## config.mk

```make
export PLATFORM = sky130hd
export DESIGN_NAME = inst_fetch
export DESIGN_NICKNAME = d
export VERILOG_FILES = /design/src/rtl/inst_fetch.sv
export SDC_FILE = /design/constraint.sdc
export NUM_CORES = 1
export LEC_CHECK = 0
export ABC_AREA = 1
export BUFFER_PORTS_ARGS = -buffer_cell sky130_fd_sc_hd__buf_2
export CAP_MARGIN = 25
export CORE_AREA = 2 2 173 175
export DETAILED_ROUTE_END_ITERATION = 8
export DIE_AREA = 0 0 175 177
export HOLD_SLACK_MARGIN = 0.15
export PLACE_DENSITY = 0.8
export SLEW_MARGIN = 20
export SYNTH_ARGS = -nofsm -noshare
export SYNTH_HDL_FRONTEND = slang
export SYNTH_SLANG_ARGS = --single-unit
```

## constraint.sdc

```tcl
create_clock -name clk -period 17.3 [get_ports clk]
set_clock_uncertainty 0.05 [all_clocks]
set_input_delay 1.73 -clock clk [delete_from_list [all_inputs] [get_ports clk]]
set_output_delay 1.73 -clock clk [all_outputs]
set_load 0.02 [all_outputs]
```

## src/rtl/inst_fetch.sv

```systemverilog
// In-order instruction fetch: issues word fetches to instruction memory, buffers returned words for
// decode, and handles redirects. Defining INST_FETCH_PERF_CNT_EN adds the fetch_cnt output.
module inst_fetch #(
  parameter logic [63:0] RESET_PC   = 64'h0000_0000_8000_0000,
  parameter int          FIFO_DEPTH = 2
) (
  input  logic        clk,
  input  logic        rst,
  output logic        imem_req,
  output logic [63:0] imem_addr,
  input  logic        imem_gnt,
  input  logic        imem_rvalid,
  input  logic [31:0] imem_rdata,
  output logic        inst_valid,
  output logic [31:0] inst,
  output logic [63:0] inst_pc,
  input  logic        inst_ready,
  input  logic        redirect,
  input  logic [63:0] redirect_pc
`ifdef INST_FETCH_PERF_CNT_EN
  ,
  output logic [63:0] fetch_cnt
`endif
);

  localparam int CW  = $clog2(FIFO_DEPTH + 1);
  localparam int CW1 = CW + 1;
  localparam int PW  = (FIFO_DEPTH > 1) ? $clog2(FIFO_DEPTH) : 1;
  localparam logic [CW:0]   DEPTH_C  = CW1'(FIFO_DEPTH);
  localparam logic [PW-1:0] LAST_PTR = PW'(FIFO_DEPTH - 1);

  function automatic logic [PW-1:0] ptr_inc(input logic [PW-1:0] p);
    return (p == LAST_PTR) ? '0 : p + PW'(1);
  endfunction

  function automatic logic [63:0] align_pc(input logic [63:0] pc);
    return pc & ~64'h3;
  endfunction

  logic [63:0]   fetch_pc;
  logic [63:0]   rsp_pc;
  logic [CW-1:0] outstanding;
  logic [CW-1:0] drop_cnt;
  logic [CW-1:0] occ;
  logic [PW-1:0] rd_ptr;
  logic [PW-1:0] wr_ptr;
  logic [63:0]   pc_mem   [FIFO_DEPTH];
  logic [31:0]   inst_mem [FIFO_DEPTH];

  logic          pop_raw;
  logic          pop;
  logic          discard;
  logic          keep;
  logic          xfer;
  logic [CW:0]   credit;

  assign inst_valid = (occ != '0);
  assign pop_raw    = inst_valid & inst_ready;
  assign pop        = pop_raw & ~redirect;
  assign discard    = imem_rvalid & (drop_cnt != '0);
  assign keep       = imem_rvalid & (drop_cnt == '0) & ~redirect;

  // A slot freed this cycle (pop or discarded response) can be reused immediately, which is what
  // lets a single-cycle memory stream one instruction per cycle through a two-entry buffer.
  assign credit   = {1'b0, outstanding} + {1'b0, occ}
                  - {{CW{1'b0}}, pop_raw} - {{CW{1'b0}}, discard};
  assign imem_req  = ~rst & ~redirect & (credit < DEPTH_C);
  assign xfer      = imem_req & imem_gnt;
  assign imem_addr = imem_req ? fetch_pc : '0;

  assign inst    = inst_valid ? inst_mem[rd_ptr] : '0;
  assign inst_pc = inst_valid ? pc_mem[rd_ptr]   : '0;

  // Responses are in order, so the pc of the next kept response is simply tracked alongside.
  always_ff @(posedge clk or posedge rst) begin
    if (rst) begin
      fetch_pc    <= RESET_PC;
      rsp_pc      <= RESET_PC;
      outstanding <= '0;
      drop_cnt    <= '0;
      occ         <= '0;
      rd_ptr      <= '0;
      wr_ptr      <= '0;
    end else begin
      outstanding <= outstanding + CW'(xfer) - CW'(imem_rvalid);
      if (redirect) begin
        fetch_pc <= align_pc(redirect_pc);
        rsp_pc   <= align_pc(redirect_pc);
        drop_cnt <= outstanding - CW'(imem_rvalid);
        occ      <= '0;
        rd_ptr   <= '0;
        wr_ptr   <= '0;
      end else begin
        if (xfer) fetch_pc <= fetch_pc + 64'd4;
        if (discard) drop_cnt <= drop_cnt - CW'(1);
        if (keep) begin
          rsp_pc <= rsp_pc + 64'd4;
          wr_ptr <= ptr_inc(wr_ptr);
        end
        if (pop) rd_ptr <= ptr_inc(rd_ptr);
        occ <= occ + CW'(keep) - CW'(pop);
      end
    end
  end

  always_ff @(posedge clk) begin
    if (keep) begin
      inst_mem[wr_ptr] <= imem_rdata;
      pc_mem[wr_ptr]   <= rsp_pc;
    end
  end

`ifdef INST_FETCH_PERF_CNT_EN
  always_ff @(posedge clk or posedge rst) begin
    if (rst) begin
      fetch_cnt <= '0;
    end else if (pop) begin
      fetch_cnt <= fetch_cnt + 64'd1;
    end
  end
`endif

endmodule

```

### Yosys cells after proc, flatten, opt, wreduce, memory -nomap -nowiden

Memories as Yosys holds them, arrays and structs flattened.
Cells that the tools add are included.

| storage, ports and cells | value |
|---|---|
| RAM bits | 192 |
| input bits | 102 |
| memories kept | 2 |
| output and inout port bits | 162 |
| register bits | 136 |
| logic and storage cells | 58 |

Memories:

| memory | depth | width | rd ports | clocked after memory_dff | wr ports | line | text |
|---|---|---|---|---|---|---|---|
| pc_mem | 2 | 64 | 1 | 0 | 1 | 47 | `logic [63:0] pc_mem [FIFO_DEPTH];` |
| inst_mem | 2 | 32 | 1 | 0 | 1 | 48 | `logic [31:0] inst_mem [FIFO_DEPTH];` |

| operators by class | value |
|---|---|
| reduce and logical (&&, ||, !) cells | 7 |
| muxes and demuxes | 18 |
| order comparisons | 1 |
| bitwise operators | 10 |
| $add $sub $neg | 13 |

Operators by type and width:

| operator | number |
|---|---|
| $mux 64 | 6 |
| $add 64x3->64 const B | 2 |
| $mux 32 | 1 |
| $reduce_bool 2->1 | 6 |
| $and 1x1->1 | 8 |
| $mux 1 | 8 |
| $mux 2 | 3 |
| $sub 2x1->2 | 3 |
| $sub 3x1->3 | 2 |
| $add 2x1->2 | 2 |
| $add 2x2->3 | 1 |
| $lt 3x2->1 const B | 1 |
| $add 1x1->1 const B | 2 |
| $logic_not 2->1 | 1 |
| $not 1->1 | 2 |
| $sub 2x1->2 const B | 1 |

### Logic depth before layout (Yosys ltp)

Gate-level depths: netlist of run 1.

| depth | value |
|---|---|
| depth after elaboration | 9 |
| mapped depth | 18 |
| gate-level depth less buffers | 17 |

### Least setup slack after synthesis of run 1

Ideal clock, no wire load.

| timing path | value |
|---|---|
| kind | input to register |
| start | input port imem_rvalid |
| end | memory inst_mem[1][0], enable pin |
| cell stages on the path | 5 |
| buffers on the path | 1 |
| arrival time | 6.314 ns |
| path slack | 10.389 ns |
| cell sequence | nand2_1 > nor2_1 > inv_1 > clkbuf_1 > nor2_1 |

| between the ends | value |
|---|---|
| cells in the longest elaborated chain, start to end | 4 |

Ends and longest elaborated chain:

| element | line | text |
|---|---|---|
| from (decl) | 12 | `input logic imem_rvalid,` |
| $and 1x1->1 (2 in series) | 61 | `assign keep = imem_rvalid & (drop_cnt == '0) & ~redirect;` |
| $mux 1 | 107 | `if (keep) begin` |
| $mux 1 (implied by the code) | 108 | `inst_mem[wr_ptr] <= imem_rdata;` |
| to (decl) | 48 |  |

Every way passes these cells.

### Worst setup path in the final report of run 1

| timing path | value |
|---|---|
| start | input port inst_ready |
| end | output port imem_addr[30] |

| between the ends | value |
|---|---|
| cells in the longest elaborated chain, start to end | 6 |

Ends and longest elaborated chain:

| element | line | text |
|---|---|---|
| from (decl) | 17 | `input logic inst_ready,` |
| $and 1x1->1 | 58 | `assign pop_raw = inst_valid & inst_ready;` |
| $sub 3x1->3 (2 in series) | 66 | `- {{CW{1'b0}}, pop_raw} - {{CW{1'b0}}, discard};` |
| $lt 3x2->1 | 67 | `assign imem_req = ~rst & ~redirect & (credit < DEPTH_C);` |
| $and 1x1->1 | 67 |  |
| $mux 64 | 69 | `assign imem_addr = imem_req ? fetch_pc : '0;` |
| to (decl) | 10 | `output logic [63:0] imem_addr,` |

Every way passes these cells.

==> impl_metrics.ini, run 1 <==
[outcome]
status = completed

[yosys]
synthesis.area_sq_mm = 0.0172
synth_commonest_cells = nand2_1, nor2_1, inv_1
synth_enable_flop_cells = 188
synth_seq_area_share = 0.522
synth_top_area_share = 0.329
synth_most_common_cell = nand2_1
syn_inst = 2165
ys_types = 40
yosys.area.top_type = edfxtp_1
synth-main-ff-cell = edfxtp_1
synth.avg_cell_area_sq_um = 7.92
yosysWarnings = 0
synthArstFlopShare = 0.413
synth_area_leaders = edfxtp_1, dfrtp_1, nand2_1
yosys_register_bits = 320

[job]
maxCapViolCount = 0

[cts]
cts_resized = 0
clkLatencyLatePin_ns = 0.53
cts_setup_buffers = 0
cts_max_level = 2
cts_root_buf = clkbuf_16
cts_tree = done
holdBufCountCts = 0
cts_sinks = 320
clock_path_buffers = 3
clk_pin_slew_ns = 0.06
numCtsBuffers = 35

[die]
io_pins = 264
fp.dieArea_sq_mm = 0.0310
fp-row-count = 63
initial_core_util = 0.587
die_height_um = 177
core_sq_mm = 0.0292
die_x_um = 175

[timing]
fmax_ghz = 0.147
min_period_over_period = 0.394
slew_viol_final = 0
timing.final.ws_setup_ns = 10.48
setup_violations = 0
rsz0062_at_grt = false
report.final.hold_viol_count = 0
worst_pin_slew_ns = 1.02
timing.hold.ws_ns = 0.465
fin_tns_setup_ns = 0
slew_headroom = 0.319
period_needed_ns = 6.82

[pwr]
p_leak_uw = 0.00885
power.density_mw_per_mm2 = 129
vdd_drop_max_v = 0.0000946
p_total_uw = 2560

[placed_design]
port_buffers = 257
dp_slack_ns = 10.20
place.gp.congestion = 0.995
dp_hpwl_um = 38200
dpl.cell_count = 2748

[finish]
area.sequential_sq_mm = 0.00895
multi_input_area_sq_mm = 0.00703
area_delta_synth_final_pct = 15.6
n_antenna_cell = 0
fillers = 2426
fin_cells = 2811
layout-drive-gt1-share = 0.151
nets = 2509

[grt]
overflow = 0
grt_pass1_wl_um = 80900
globalRouteTotalUtil = 0.338
grt_antenna_before_repair = 0
grt_max_degree = 96
grt_pass1_vias = 15056

[worst_setup_path]
endpoint_kind = output port
reg2reg_depth = 17
path_cells = buf_2, nand2_1, inv_1, fa_1, fa_1, or2_2, fa_1, nand2_1, nor2_1, nand2_4, nor2_1, buf_2
start_kind = input port
crit_fanout = 63
cpPeakStageDelay_ns = 0.53
worstSetupPathType = in2out
worstPathRequired_ns = 15.52
cp_data_arrival_time_ns = 5.04
crit_top_cell = fa_1
cp_slowest_cell = fa_1

[drt]
vias_per_cell = 5.66
drtIter0Drc = 1716
wl_per_cell_um = 18.6
drcViolationCount = 0
via_count = 15918
routed_wl_um = 52400
first_pass_iters = 5
final_antenna_net_count = 0

[min_path]
hold_path_depth = 1
hp-class = reg2reg
==> per-stage QoR <==
step           instance area (sq um)  utilization
2_1_floorplan                  17200            -
3_3_place_gp                   18700        0.641
3_5_place_dp                   18700        0.641
4_1_cts                        19800        0.678
5_1_grt                        19800        0.678
6_report                       19800        0.678
==> worst max-delay path: cells and delay by family <==
family / cells / cell delay, ns
fa+ha+maj: 3 / 1.41
buf+inv: 3 / 0.41
simple gates: 6 / 1.45
==> cell families (layout without fill, tap and decap cells) <==
family          Yosys count  in the layout  share of synthesized area
simple gates           1199           1199                      0.286
flops                   320            320                      0.522
buf+inv                 317            570                     0.0710
compound gates          267            267                     0.0861
xor+xnor                 49             49                     0.0250
fa+ha+maj                12             12                     0.0101
other cells               1              4                   0.000219
==> layout by cell type, fill, tap and decap left out, drive strengths merged, types with 4 or more instances in the layout <==
cell | synthesis | final
conb | 1 | 4
clkinv | 2 | 10
a21oi | 142 | 142
a31oi | 4 | 4
nand2 | 681 | 681
buf | 24 | 269
xor2 | 46 | 46
nand4 | 28 | 28
edfxtp | 188 | 188
o211ai | 23 | 23
nand3 | 142 | 142
o21ai | 75 | 75
dfrtp | 130 | 130
nor3 | 29 | 29
o221ai | 15 | 15
nor2 | 315 | 315
clkbuf | 55 | 47
ha | 9 | 9
inv | 236 | 241
==> worst paths after layout <==
| check | start | endpoint | slack [ns] |
|---|---|---|---|
| setup / recovery | inst_ready | imem_addr[30] | 10.48 |
| hold / removal | outstanding[0] | outstanding[0] | 0.46 |
| setup reg to reg | occ[1] | fetch_pc[34] | 12.19 |
| hold reg to reg | outstanding[0] | outstanding[0] | 0.46 |
| max in group asynchronous | rst | fetch_pc[38] | 14.38 |
| min in group asynchronous | rst | rsp_pc[4] | 1.35 |
==> sequential cells by signal (all words and copies together) (netlist names) <==
register     count
inst_mem        64
rd_ptr           1
wr_ptr           1
drop_cnt         2
pc_mem         124
rsp_pc          62
occ              2
fetch_pc        62
outstanding      2
==> metal layers <==
| layer | share of wire | wire (um) | GRT usage |
|---|---|---|---|
| met1 | 0.42 | 21800 | 0.474 |
| met4 | 0.041 | 2170 | 0.144 |
| met2 | 0.46 | 24000 | 0.539 |
| met5 | 0 | 0 | 0 |
| met3 | 0.084 | 4410 | 0.0395 |
==> power breakdown <==
group / total (uW) / internal, uW / switching [uW] / leakage [uW]
clock network: 713 / 411 / 302 / 0.000526
logic: 794 / 229 / 565 / 0.00504
registers: 1050 / 933 / 119 / 0.00329
==> cell type report <==
type | instances | share of cell area
well taps | 390 | 0.0246
clock inverters | 16 | 0.00726
clock buffers | 47 | 0.0470
multi-input cells | 1531 | 0.355
inverters | 238 | 0.0452
flip-flops and latches | 320 | 0.452
repair buffers | 269 | 0.0698
No activity file was read; power rests on OpenSTA's default activity.
==> run 2: changes to the inputs <==
--- a/config.mk
+++ b/config.mk
@@ -8,11 +8,11 @@
 export ABC_AREA = 1
 export BUFFER_PORTS_ARGS = -buffer_cell sky130_fd_sc_hd__buf_2
 export CAP_MARGIN = 25
-export CORE_AREA = 2 2 173 175
+export CORE_AREA = 2 2 175 177
 export DETAILED_ROUTE_END_ITERATION = 8
-export DIE_AREA = 0 0 175 177
+export DIE_AREA = 0 0 177 179
 export HOLD_SLACK_MARGIN = 0.15
-export PLACE_DENSITY = 0.8
+export PLACE_DENSITY = 0.79
 export SLEW_MARGIN = 20
 export SYNTH_ARGS = -nofsm -noshare
 export SYNTH_HDL_FRONTEND = slang
==> constraint.sdc (replaced) <==
create_clock -name clk -period 6.9 [get_ports clk]
set_clock_uncertainty 0.05 [all_clocks]
set_input_delay 0.69 -clock clk [delete_from_list [all_inputs] [get_ports clk]]
set_output_delay 0.69 -clock clk [all_outputs]
set_load 0.02 [all_outputs]
==> run 2 against run 1 <==
Against the previous run: global-route usage shrank 0.26 points; combinational power grew 150%; routed wire length grew 1.2%; critical path depth grew 1; sequential power grew to 2.5 times the previous value; count of clock-buffer cells in the layout shrank 3; first-iteration DRC count shrank 6.9%; critical path type is now reg2out; critical endpoint is now imem_addr[57].
==> impl_metrics.ini, run 2 (synthesis gave the netlist of run 1 again) <==
[worst_setup_path]
worstPathRequired_ns = 6.16
worstSetupPathType = reg2out
crit_fanout = 63
endpoint_kind = output port
start_kind = flip-flop
cp_data_arrival_time_ns = 4.29

[timing]
setup_violations = 0
rsz0062_at_grt = false
timing.hold.ws_ns = 0.255
period_needed_ns = 5.03
fin_tns_setup_ns = 0
worst_pin_slew_ns = 1.06
fmax_ghz = 0.199
slew_viol_final = 0
report.final.hold_viol_count = 0
slew_headroom = 0.295
min_period_over_period = 0.729

[die]
io_pins = 264
fp.dieArea_sq_mm = 0.0317
die_height_um = 179
die_x_um = 177
core_sq_mm = 0.0300
initial_core_util = 0.571
fp-row-count = 64

[outcome]
status = completed

[cts]
cts_tree = done
cts_sinks = 320
cts_max_level = 2
numCtsBuffers = 34
cts_root_buf = clkbuf_16
clock_path_buffers = 3
clkLatencyLatePin_ns = 0.53
cts_resized = 0
holdBufCountCts = 0
clk_pin_slew_ns = 0.06
cts_setup_buffers = 0

[min_path]
hp-class = in2async

[grt]
grt_pass1_vias = 14791
grt_antenna_before_repair = 0
grt_pass1_wl_um = 81100
grt_use_met1 = 0.464
use_met3 = 0.0430
busiest_layer = met2
overflow = 0
globalRouteTotalUtil = 0.335
use_met2 = 0.540
grt_max_degree = 95

[pwr]
p_clk_frac = 0.277
p_int_uw = 3930
p_comb_frac = 0.309
switchingPower_uw = 2480
p_sw_frac = 0.388
p_leak_uw = 0.00884
power.density_mw_per_mm2 = 323
vdd_drop_max_v = 0.000243
seqPwrFrac = 0.414

[job]
maxCapViolCount = 0

[finish]
fin_cells = 2816
layout-drive-gt1-share = 0.150
fillers = 2545
top_register = pc_mem
nets = 2508
largest_register_ffs = 124
largestRegisters = pc_mem: 124 flops, inst_mem: 64 flops
n_antenna_cell = 0
final_cell_mix = nand2_1, nor2_1, buf_2
mostFrequentLayoutCell = nand2_1
area_delta_synth_final_pct = 15.6

[drt]
routed_wl_um = 53000
drtIter0Drc = 1598
drcViolationCount = 0
final_antenna_net_count = 0
wl_per_cell_um = 18.8
vias_per_cell = 5.66
first_pass_iters = 6
via_count = 15936

[placed_design]
place.gp.congestion = 0.971
port_buffers = 257
dp_hpwl_um = 38700
dpl.cell_count = 2754
run 2: power by group through the flow:
stage | Combinational, uW | Clock (uW) | Sequential, uW
final | 1980 | 1770 | 2650
after global routing | 2190 | 1870 | 2680
after global placement | 1910 | 0 | 2660
after floorplan | 1390 | 0 | 2560
after CTS | 1970 | 1780 | 2640
after detailed placement | 1960 | 0 | 2670
run 2: metal layers:
metal  vias to the layer above  part of all wire
met1                      7481              0.41
met3                       122             0.088
met5                         -                 0
met2                       845              0.46
met4                         0             0.041
li1                       7488                 -
run 2: final cells by class:
type	instances	area, sq um	share of cell area
clock buffer	44	908	0.0458
multi-input combinational	1531	7030	0.355
tap	396	495	0.0250
inverter	238	898	0.0453
clock inverter	18	161	0.00814
timing repair buffer	269	1380	0.0694
sequential	320	8950	0.452
run 2: final timing paths:
path / startpoint / end / slack, ns / cells after the start
max in group asynchronous: rst / rsp_pc[58] / 5.20 / 3
max reg2reg: occ[1] / fetch_pc[38] / 1.90 / 15
min reg2reg: outstanding[0] / outstanding[0] / 0.46 / 1
max: occ[1] / imem_addr[57] / 1.87 / 13
min in group clk: imem_rdata[29] / inst_mem[0][29] / 0.30 / 1
min: rst / fetch_pc[3] / 0.25 / 2
run 2: metrics by stage:
stage           util  total power [uW]  setup slack [ns]  area (sq um)
2_1_floorplan      -              3950              1.03         17200
3_5_place_dp   0.624              4630              1.89         18700
4_1_cts        0.660              6390              1.56         19800
3_3_place_gp   0.624              4570              2.01         18700
5_1_grt        0.660              6740              1.64         19800
6_report       0.660              6410              1.87         19800
run 2: worst max-delay path, stage by stage (launching register included):
cell,delay [ns]
dfrtp_1,0.43
nor2_4,0.13
inv_1,0.06
nand2_1,0.14
inv_1,0.08
fa_1,0.53
fa_1,0.40
or2_2,0.31
fa_1,0.48
nand2_1,0.05
nor2_1,0.27
nand2_4,0.39
nor2_1,0.25
buf_2,0.20
==> run 3: changes to the inputs <==
--- a/config.mk
+++ b/config.mk
@@ -8,11 +8,11 @@
 export ABC_AREA = 1
 export BUFFER_PORTS_ARGS = -buffer_cell sky130_fd_sc_hd__buf_2
 export CAP_MARGIN = 25
-export CORE_AREA = 2 2 175 177
+export CORE_AREA = 2 2 185 187
 export DETAILED_ROUTE_END_ITERATION = 8
-export DIE_AREA = 0 0 177 179
+export DIE_AREA = 0 0 187 189
 export HOLD_SLACK_MARGIN = 0.15
-export PLACE_DENSITY = 0.79
+export PLACE_DENSITY = 0.74
 export SLEW_MARGIN = 20
 export SYNTH_ARGS = -nofsm -noshare
 export SYNTH_HDL_FRONTEND = slang
==> constraint.sdc (replaced) <==
create_clock -name clk -period 4.45 [get_ports clk]
set_clock_uncertainty 0.05 [all_clocks]
set_input_delay 0.445 -clock clk [delete_from_list [all_inputs] [get_ports clk]]
set_output_delay 0.445 -clock clk [all_outputs]
set_load 0.02 [all_outputs]
==> run 3 against run 2 <==
Against the previous run: sequential share of layout area shrank 1.8 points; global-route usage is 2.9 points lower; cell count up 3.3%; register-to-register slack worse by 1.5 ns; power up 62%; routed wire length increased by 2.9%; hold slack got worse by 0.082 ns; largest cell class unchanged; largest power group unchanged; combinational power rose by 66%.
==> impl_metrics.ini, run 3 (synthesis gave the netlist of run 1 again) <==
[timing]
rsz0062_at_grt = true
fmax_ghz = 0.229
min_period_over_period = 0.983
timing.final.ws_setup_ns = 0.0761
fin_tns_setup_ns = 0
setup_violations = 0
report.final.hold_viol_count = 0
slew_headroom = 0.319
slew_viol_final = 0
worst_pin_slew_ns = 1.02
period_needed_ns = 4.37

[cts]
clock_path_buffers = 3
numCtsBuffers = 34
cts_sinks = 320
clk_pin_slew_ns = 0.06
cts_max_level = 2
cts_tree = done
cts_root_buf = clkbuf_16
clkLatencyLatePin_ns = 0.53

[worst_setup_path]
reg2reg_depth = 18
rrSetupSlack_ns = 0.36
r2r-start = occ[1]
crit_family = adder cells
cp_num_buf_inv = 4
endpoint_kind = output port
r2r-end = fetch_pc[30]
worst-path-stages = 14
start_kind = flip-flop
crit_top_cell = fa_1
cpPeakStageDelay_ns = 0.52
worstSetupPathType = reg2out
crit_fanout = 63
cp_slowest_cell = fa_1
worstPathRequired_ns = 3.95
path_cells = nor2_4, inv_1, nand2_2, inv_1, fa_1, fa_1, or2_2, fa_1, nand2_1, nor2_2, nand2_2, buf_12, nor2_1, buf_4
cp_data_arrival_time_ns = 3.88

[grt]
grt_pass1_vias = 14908
grt_antenna_before_repair = 1
grt_max_degree = 95
overflow = 0
globalRouteTotalUtil = 0.306
grt_pass1_wl_um = 84100

[finish]
fillers = 2976
top_register = pc_mem
mostFrequentLayoutCell = nand2_1
layout-drive-gt1-share = 0.156
fin_cells = 2910
nets = 2550
largest_register_ffs = 124
n_antenna_cell = 0
area_delta_synth_final_pct = 20.2
largestRegisters = pc_mem: 124 flops, inst_mem: 64 flops
final_cell_mix = nand2_1, nor2_1, inv_1

[drt]
wl_met3_um = 4440
routed_wl_um = 54500
drtIter0Drc = 1468
drcViolationCount = 0
vias_per_cell = 5.46
final_antenna_net_count = 0
wl_met1_um = 23200
wl_met2_um = 25000
first_pass_iters = 6
wl_per_cell_um = 18.7
via_count = 15890
highest_layer = met5

[placed_design]
place.gp.congestion = 0.985
dp_slack_ns = 0.136
port_buffers = 257
dp_hpwl_um = 39400
dpl.cell_count = 2810

[pwr]
p_leak_uw = 0.00908
vdd_drop_max_v = 0.000302
p_total_uw = 10400
power.density_mw_per_mm2 = 502

[min_path]
hold_path_depth = 3
holdPathEnd = rsp_pc[12]
hold_start = redirect_pc[12]
hp-class = in2reg

[die]
initial_core_util = 0.515
core_sq_mm = 0.0333
die_x_um = 187
fp.dieArea_sq_mm = 0.0353
die_height_um = 189
fp-row-count = 67
io_pins = 264

[job]
maxCapViolCount = 0

[outcome]
status = completed
## run 3: cell count changes in the layout (fill, tap and decap cells not counted), moves of 5 or more
cell | before | now
buf_12 | 0 | 5
buf_2 | 257 | 196
buf_4 | 12 | 73
clkinv_1 | 9 | 2
clkinv_2 | 1 | 7
dlygate4sd3_1 | 0 | 37
nor2_1 | 294 | 288
nor2_2 | 14 | 20
## run 3: area by class of cell
cell class                      instances  area (sq um)  share of cell area
Tap cell                              448           561              0.0272
Sequential cell                       320          8950               0.434
Clock inverter                         19           250              0.0121
Clock buffer                           43           915              0.0443
Inverter                              238           900              0.0436
Multi-Input combinational cell       1531          7050               0.342
Timing Repair Buffer                  311          2000              0.0969
## run 3: how the worst max path moves through the flow
stage / start / slack [ns] / to
final: occ[1] / 0.08 / imem_addr[34]
after global routing: occ[1] / -0.09 / imem_addr[12]
after CTS: occ[1] / 0.04 / imem_addr[34]
after detailed placement: occ[1] / 0.14 / fetch_pc[34]
after global placement: occ[1] / 0.23 / fetch_pc[30]
after floorplan: drop_cnt[0] / 0.25 / inst_mem[1][0]
## run 3: per-stage QoR
step                cell area, sq um  hold slack [ns]   util
finish                         20600            0.173  0.620
global route                   20600            0.164  0.620
CTS                            20400            0.159  0.614
detailed placement             18900            0.436  0.568
global placement               18900            0.427  0.568
floorplan                      17200            0.414      -
## run 3: worst register-to-register path, cell delays in order (launching register included)
cell      delay [ns]
dfrtp_2         0.43
nor2_4          0.12
inv_1           0.06
nand2_2         0.10
inv_1           0.07
fa_1            0.52
fa_1            0.40
or2_2           0.31
fa_1            0.48
nand2_1         0.06
nor2_2          0.14
nand3_2         0.27
buf_4           0.27
clkinv_2        0.24
nand3_1         0.15
nor2_1          0.11
nor2_1          0.04
nand2_1         0.09
nand2_1         0.05
## run 3: repair_timing
item / 4_1_cts / 5_1_grt
gates resized for setup: 5 / 69
pin swaps: 1 / 0
setup endpoints to repair: 63 / 65
endpoints found under the hold margin: 71 / 73
setup buffers: 1 / 0
hold buffers: 36 / 1
## run 3: metal layers
layer,vias to the layer above,global-route usage
li1,7562,-
met2,695,0.491
met3,107,0.0450
met4,2,0.113
met1,7524,0.425
met5,-,0
## run 3: power breakdown
group          switching, uW  internal [uW]  leakage, uW
clock network           1200           1760     0.000568
registers                486           3620      0.00329
logic                   2220           1060      0.00523
